**src/rtl/array_ctrl_pkg.sv**
```systemverilog
// Shared constants and enums for the SRAM read/write scheduler.
package array_ctrl_pkg;

    localparam int ADDR_W = 10;
    localparam int DEPTH  = 1024;
    localparam int LANES  = 10;
    localparam int LANE_W = 32;
    localparam int DATA_W = LANES * LANE_W;

    // Last address written by the clear sweep; the counter is one bit wider than the address.
    localparam logic [ADDR_W:0] CLR_LAST = (ADDR_W + 1)'(DEPTH - 1);

    typedef enum logic {
        ST_INIT = 1'b0,
        ST_RUN  = 1'b1
    } state_e;

    typedef enum logic {
        GNT_RD = 1'b0,
        GNT_WR = 1'b1
    } grant_e;

endpackage

```
**src/rtl/array_rd_resp_hold.sv**
```systemverilog
// Read-response path: tracks the read in flight, bypasses macro data on the cycle after a
// read grant and parks it in a one-entry hold register when the consumer stalls.
module array_rd_resp_hold
    import array_ctrl_pkg::*;
(
    input  logic              clock,
    input  logic              reset,
    input  logic              i_rd_grant,
    input  logic              i_resp_ready,
    input  logic [DATA_W-1:0] i_sram_rdata,
    output logic              o_rd_allow,
    output logic              o_resp_valid,
    output logic [DATA_W-1:0] o_resp_data
);

    logic              r_inflight;
    logic              r_hold_valid;
    logic [DATA_W-1:0] r_hold_data;

    // A new read may issue only if its response slot is guaranteed free next cycle.
    assign o_rd_allow   = !r_hold_valid && (!r_inflight || i_resp_ready);
    assign o_resp_valid = r_inflight || r_hold_valid;
    assign o_resp_data  = r_hold_valid ? r_hold_data : i_sram_rdata;

    // Inflight and hold-valid flags; a reset drops any pending response.
    always_ff @(posedge clock) begin
        if (reset) begin
            r_inflight   <= 1'b0;
            r_hold_valid <= 1'b0;
        end else begin
            r_inflight <= i_rd_grant;
            if (r_inflight && !i_resp_ready) begin
                r_hold_valid <= 1'b1;
            end else if (r_hold_valid && i_resp_ready) begin
                r_hold_valid <= 1'b0;
            end
        end
    end

    // Capture macro data at the end of the bypass cycle, before any same-cycle write lands.
    always_ff @(posedge clock) begin
        if (r_inflight && !i_resp_ready) begin
            r_hold_data <= i_sram_rdata;
        end
    end

endmodule

```
**src/rtl/array_rw_sched.sv**
```systemverilog
// Single-port SRAM scheduler: zero-clear sweep after reset or clear_req, then round-robin
// arbitration between read and write requesters onto the macro RW port.
//
// state   | meaning
// ST_INIT | clear sweep writing zeros to every address, clients blocked
// ST_RUN  | normal operation, read/write arbitration
module array_rw_sched
    import array_ctrl_pkg::*;
(
    input  logic              clock,
    input  logic              reset,
    input  logic              clear_req,
    output logic              init_busy,
    input  logic              rd_req_valid,
    output logic              rd_req_ready,
    input  logic [ADDR_W-1:0] rd_req_addr,
    input  logic              wr_req_valid,
    output logic              wr_req_ready,
    input  logic [ADDR_W-1:0] wr_req_addr,
    input  logic [LANES-1:0]  wr_req_mask,
    input  logic [DATA_W-1:0] wr_req_data,
    output logic              rd_resp_valid,
    input  logic              rd_resp_ready,
    output logic [DATA_W-1:0] rd_resp_data,
    output logic              sram_en,
    output logic              sram_wmode,
    output logic [ADDR_W-1:0] sram_addr,
    output logic [LANES-1:0]  sram_wmask,
    output logic [DATA_W-1:0] sram_wdata,
    input  logic [DATA_W-1:0] sram_rdata
);

    state_e          r_state;
    state_e          w_state_nxt;
    logic [ADDR_W:0] r_clear_cnt;
    logic [ADDR_W:0] w_clear_cnt_nxt;
    grant_e          r_last_grant;
    grant_e          w_last_grant_nxt;
    logic            w_rd_allow;
    logic            w_rd_elig;
    logic            w_wr_elig;
    logic            w_grant_rd;
    logic            w_grant_wr;

    // Outputs read as reset values while reset is held, not just after the edge.
    assign init_busy = reset || (r_state == ST_INIT);

    // State register, sweep counter and round-robin pointer.
    always_ff @(posedge clock) begin
        if (reset) begin
            r_state      <= ST_INIT;
            r_clear_cnt  <= '0;
            r_last_grant <= GNT_WR;
        end else begin
            r_state      <= w_state_nxt;
            r_clear_cnt  <= w_clear_cnt_nxt;
            r_last_grant <= w_last_grant_nxt;
        end
    end

    // Next state, arbitration and macro drive.
    always_comb begin
        w_state_nxt      = r_state;
        w_clear_cnt_nxt  = r_clear_cnt;
        w_last_grant_nxt = r_last_grant;
        w_rd_elig        = 1'b0;
        w_wr_elig        = 1'b0;
        w_grant_rd       = 1'b0;
        w_grant_wr       = 1'b0;
        sram_en          = 1'b0;
        sram_wmode       = 1'b0;
        sram_addr        = '0;
        sram_wmask       = '0;
        sram_wdata       = '0;

        case (r_state)
            ST_INIT: begin
                sram_en         = !reset;
                sram_wmode      = 1'b1;
                sram_addr       = r_clear_cnt[ADDR_W-1:0];
                sram_wmask      = '1;
                w_clear_cnt_nxt = r_clear_cnt + 1'b1;
                if (r_clear_cnt == CLR_LAST) begin
                    w_state_nxt = ST_RUN;
                end
            end
            ST_RUN: begin
                w_rd_elig  = !reset && rd_req_valid && w_rd_allow;
                w_wr_elig  = !reset && wr_req_valid;
                w_grant_rd = w_rd_elig && (!w_wr_elig || (r_last_grant == GNT_WR));
                w_grant_wr = w_wr_elig && !w_grant_rd;
                if (w_grant_rd) begin
                    sram_en          = 1'b1;
                    sram_addr        = rd_req_addr;
                    w_last_grant_nxt = GNT_RD;
                end else if (w_grant_wr) begin
                    sram_en          = 1'b1;
                    sram_wmode       = 1'b1;
                    sram_addr        = wr_req_addr;
                    sram_wmask       = wr_req_mask;
                    sram_wdata       = wr_req_data;
                    w_last_grant_nxt = GNT_WR;
                end
                if (clear_req) begin
                    w_state_nxt     = ST_INIT;
                    w_clear_cnt_nxt = '0;
                end
            end
            default: begin
                w_state_nxt = ST_INIT;
            end
        endcase
    end

    assign rd_req_ready = w_grant_rd;
    assign wr_req_ready = w_grant_wr;

    array_rd_resp_hold u_resp_hold (
        .clock        (clock),
        .reset        (reset),
        .i_rd_grant   (w_grant_rd),
        .i_resp_ready (rd_resp_ready),
        .i_sram_rdata (sram_rdata),
        .o_rd_allow   (w_rd_allow),
        .o_resp_valid (rd_resp_valid),
        .o_resp_data  (rd_resp_data)
    );

endmodule
```
**config.mk**
```make
export PLATFORM = sky130hd
export DESIGN_NAME = array_rw_sched
export DESIGN_NICKNAME = d
export VERILOG_FILES = /design/src/rtl/array_ctrl_pkg.sv /design/src/rtl/array_rd_resp_hold.sv /design/src/rtl/array_rw_sched.sv
export SDC_FILE = /design/constraint.sdc
export NUM_CORES = 1
export LEC_CHECK = 0
export BUFFER_PORTS_ARGS = -buffer_cell sky130_fd_sc_hd__buf_2
export CAP_MARGIN = 20
export CORE_AREA = 2 2 530 532
export CTS_CLUSTER_SIZE = 40
export DETAILED_ROUTE_END_ITERATION = 7
export DIE_AREA = 0 0 532 534
export PLACE_DENSITY_LB_ADDON = 0.25
export RECOVER_POWER = 25
export SYNTH_ARGS = -nofsm -noshare
export SYNTH_HDL_FRONTEND = slang
export SYNTH_SLANG_ARGS = --single-unit
```
**constraint.sdc**
```tcl
create_clock -name clock -period 6.25 [get_ports clock]
set_input_delay 0 -clock clock [delete_from_list [all_inputs] [get_ports clock]]
set_output_delay 0 -clock clock [all_outputs]
set_load 0.02 [all_outputs]
```
# Yosys cells after proc, flatten, opt, wreduce, memory -nomap -nowiden
# Index checks and enable logic that the tools add are counted.
[classes]
muxes = 26
reduce_logical = 21
eq_ne = 2
addsub = 1
bitwise_logic = 1
[ops]
columns = ["op", "count"]
rows = [
  ["$mux 320", 4],
  ["$mux 10", 4],
  ["$pmux 10 s2", 2],
  ["$pmux 11 s2", 1],
  ["$add 11x1->11 const B", 1],
  ["$eq 11x10->1 const B", 1],
  ["$mux 1", 11],
  ["$mux 11", 1],
  ["$logic_and 1x1->1", 8],
  ["$logic_not 1->1", 6],
  ["$pmux 1 s2", 3],
  ["$logic_or 1x1->1", 4],
  ["$reduce_bool 2->1", 2],
  ["$ne 2x2->1 const B", 1],
  ["$reduce_and 2->1", 1],
  ["$not 1->1", 1],
]
[totals]
input_bits = 676
out_inout_bits = 666
regBits = 335
elab_cells = 57

# Logic depth before layout (Yosys ltp)
[depth]
depth_word = 10
mapped_depth = 6
mapped_depth_nobuf = 5

# Hierarchy
# From an unflattened synthesis, not the netlist that was laid out.
[hier_totals]
hier_cells = 1160
area_unflattened_um2 = 17909.7
[by_module_without_submodules]
columns = ["module", "n_inst", "area_per_inst_um2", "seq_area_each_um2", "cells_each"]
rows = [
  ["array_rd_resp_hold", 1, 14710.4, 9649.3, 683],
  ["array_rw_sched", 1, 3199.3, 260.2, 477],
]

# Worst setup path before layout
# OpenSTA, ideal clock, no wires.
[synth_path]
path_kind = "register -> output"
start = "reg u_resp_hold.r_inflight"
end = "out sram_wmask[0]"
arrival_time_ns = 5.141
n_path_buf = 1
stages_incl_launch_ff = 6
required_ns = 6.250
setup_slack_ns = 1.109
cell_sequence = "dfxtp_1 nand2b_2 inv_2 o31ai_1 clkbuf_1 o21ai_0"
[synth_between]
elab_chain_len = 10
[synth_rtl]
columns = ["element", "line", "source"]
rows = [
  ["start, declared", "array_rd_resp_hold.sv:16", "logic r_inflight;"],
  ["start signal, assigned", "array_rd_resp_hold.sv:31", "r_inflight <= i_rd_grant;"],
  ["$logic_not 1->1 *", "array_rd_resp_hold.sv:21", "assign o_rd_allow = !r_hold_valid && (!r_inflight || i_resp_ready);"],
  ["$logic_or 1x1->1 *", "array_rd_resp_hold.sv:21", ""],
  ["$logic_and 1x1->1 *", "array_rd_resp_hold.sv:21", ""],
  ["$logic_and 1x1->1 *", "array_rw_sched.sv:88", "w_rd_elig = !reset && rd_req_valid && w_rd_allow;"],
  ["$logic_and 1x1->1 *", "array_rw_sched.sv:90", "w_grant_rd = w_rd_elig && (!w_wr_elig || (r_last_grant == GNT_WR));"],
  ["$logic_not 1->1", "array_rw_sched.sv:91", "w_grant_wr = w_wr_elig && !w_grant_rd;"],
  ["$logic_and 1x1->1", "array_rw_sched.sv:91", ""],
  ["$mux 10", "array_rw_sched.sv:96", "end else if (w_grant_wr) begin"],
  ["$mux 10 *", "array_rw_sched.sv:92", "if (w_grant_rd) begin"],
  ["$pmux 10 s2 *", "array_rw_sched.sv:76", "case (r_state)"],
  ["end, declared", "array_rw_sched.sv:28", "output logic [LANES-1:0] sram_wmask,"],
]
# Every way passes the cells marked *; elsewhere a longest branch is shown, timed or not.

# Worst setup path after layout
[layout_path]
start = "reg r_state"
end = "out sram_wdata[232]"
[layout_between]
elab_chain_len = 1
[layout_rtl]
columns = ["element", "line", "source"]
rows = [
  ["start, declared", "array_rw_sched.sv:33", "state_e r_state;"],
  ["start signal, assigned", "array_rw_sched.sv:55", "r_state <= w_state_nxt;"],
  ["$mux 320", "array_rw_sched.sv:76", ""],
  ["end, declared", "array_rw_sched.sv:29", "output logic [DATA_W-1:0] sram_wdata,"],
]
# No other way between the ends.

==> results.toml <==
[detailed_routing]
viasPerCell = 2.71
ant_nets = 0
postRouteWirelength_um = 182000
route.detailed.drc = 0
drt_iter0_markers = 885
wire_per_inst_um = 26.3
first_pass_iters = 4
dr_total_vias = 18800

[logic_synthesis]
muxShareOfSynthArea = 0.214
synth_edf_count = 320
ys.flop_type = "edfxtp_1"
ys_types = 44
synth_compound_area_frac = 0.0234
syn_avg_cell_area_um2 = 14.2
ys_ff_latch = 335
netlist_area_mm2 = 0.0170
synth_top_family_by_area = "multiplexers"
netlist_top_cells_count = "321 x mux2_2, 320 x and2_1, 320 x edfxtp_1"
synth_most_common_cell = "mux2_2"
yosysWarningCount = 0
synthSimpleGateAreaFrac = 0.139
syn_nets = 1870
synth_fa_ha_area_frac = 0.000738
yosys.area_share.xor_xnor = 0
yosysTopAreaCell = "edfxtp_1"
async_flop_share = 0
synth_cells = 1193
netlist.area_leader.share = 0.566
yosys-top-cells-area = "edfxtp_1 57%, mux2_2 21%, and2_1 12%, buf_6 2.1%, dfxtp_1 1.8%"
synth-seq-area-share = 0.584

[place]
hpwl_um = 158000
gp_congestion = 0.994
numPortBuffers = 1341
pre_cts_ws_ps = 2860

[worst_setup_path]
cp.required_ps = 6250
crit_chain = "clkbuf_1 > o311a_4 > buf_4 > buf_4 > and2_1 > buf_2"
crit_top_cell = "buf_4"
worstPathMaxFanout = 67
critPathArrivalTime_ps = 4650
slowest_stage = "clkbuf_1"
startpoint_type = "flop"
critPathTopFamily = "buffers and inverters"
worst-setup-path-type = "flop to output pin"
slowest_delay_ps = 1290
path_buf_inv = 4
cp-end-kind = "output pin"

[cts]
cts.sink_count = 335
root_buffer = "clkbuf_16"
insertion_delay_ps = 720
cts.repair.resized = 0
h-tree-depth = 2
cts_hold_buf = 560
cts_setup_buffers = 0
clock_path_buffers = 3
cts_made_buffers = 51
cts_tree = "done"
clk_pin_slew_ps = 60

[timing]
hold_viol = 0
max_freq_mhz = 215
finalMaxSlewViolations = 41
rsz0062_at_grt = "false"
setup_ws_ps = 1600
holdWs_ps = 102
fin_crit_ps = 4650
worstMarginPinSlew_ps = 1810
setup_viol = 0
finClkSkew_ps = 41.7
post-route-period-util = 0.744
slew_headroom = -0.207
tns_ps = 0

[cells_and_area]
final_util = 0.127
drive_gt1_frac = 0.500
syn_to_final_growth_pct = 108
num-nets-final = 3750

[floorplanning]
initial_utilization = 0.0609
core_mm2 = 0.278
ioPinCount = 1342
num_rows = 194
dieWidth_um = 532
fp.dieArea_mm2 = 0.284
dieHeight_um = 534

[grt]
grt_pass1_vias = 19200
overflow = 0
grt.total_usage = 0.123
grt_max_degree = 145
antenna_found_initial = 259
grt_pass1_wl_um = 223000

[power]
power_leakage_nw = 13.9
powerDensity_mw_per_mm2 = 189
ir_drop_mv = 0.211

[outcome]
status = "finished, violations left"
violations = "max-capacitance violations, max-slew violations"

[job]
drv_cap = 1

[hold_path]
hp-class = "primary input to flop"
==> state kept, by name, indices dropped and copies added (netlist names) <==
register,count
u_resp_hold.r_hold_data,320
r_clear_cnt,11
r_last_grant,1
r_state,1
u_resp_hold.r_hold_valid,1
u_resp_hold.r_inflight,1
==> path summary, 6_finish.rpt <==
path | start | end | slack [ps] | cells past startpoint
setup / recovery | r_state | sram_wdata[232] | 1600 | 6
hold / removal | sram_rdata[246] | u_resp_hold.r_hold_data[246] | 100 | 2
setup reg to reg | r_state | u_resp_hold.r_inflight | 3050 | 5
hold reg to reg | r_clear_cnt[10] | r_clear_cnt[10] | 500 | 2
==> per-layer routing <==
| metal | vias up | GRT usage | part of all wire |
|---|---|---|---|
| li1 | 8248 | - | - |
| met1 | 8858 | 0.135 | 0.38 |
| met2 | 1236 | 0.183 | 0.42 |
| met3 | 385 | 0.0872 | 0.16 |
| met4 | 104 | 0.0431 | 0.039 |
| met5 | - | 0.00866 | 0.0057 |
==> stage by stage <==
step	power (mW)	instances	area (µm²)
after floorplan	2.78	1193	17000
after global placement	3.31	6184	27900
after detailed placement	3.30	6184	27900
after CTS	6.89	6833	35200
after global routing	6.96	6871	35100
final	6.66	6944	35200
==> cells in the final DEF, fill, tap and decap left out, types with 10 or more instances in the layout <==
master and n:
dfxtp_1 14, edfxtp_1 320, dlygate4sd3_1 560, o21ai_0 14
diode_2 111, nand2_1 16, clkbuf_2 10, clkbuf_16 51
and2_1 320, inv_1 15, mux2_2 321, clkbuf_1 210
buf_2 1133
==> cells by family (layout without fill, tap and decap cells) <==
group	count (synthesis)	count (layout)
compound gates	53	53
fa+ha+maj	1	1
buf+inv	100	2016
flops	335	335
mux	322	322
other cells	0	111
simple gates	382	382
==> final cells by class <==
class / instances / area [µm²]
Inverter: 17 / 71.3
Antenna cell: 111 / 278
Sequential cell: 335 / 9910
Fill cell: 32000 / 243000
Timing Repair Buffer: 1910 / 12200
Tap cell: 3724 / 4660
Clock inverter: 23 / 374
Multi-Input combinational cell: 758 / 6400
Clock buffer: 66 / 1350
==> where the power goes <==
group / total (mW) / switching, mW / internal [mW]
Combinational: 1.07 / 0.550 / 0.517
Sequential: 2.46 / 0.00245 / 2.46
Clock: 3.13 / 1.31 / 1.82
Total: 6.66 / 1.86 / 4.80
Power figures use the tool's default switching activity.
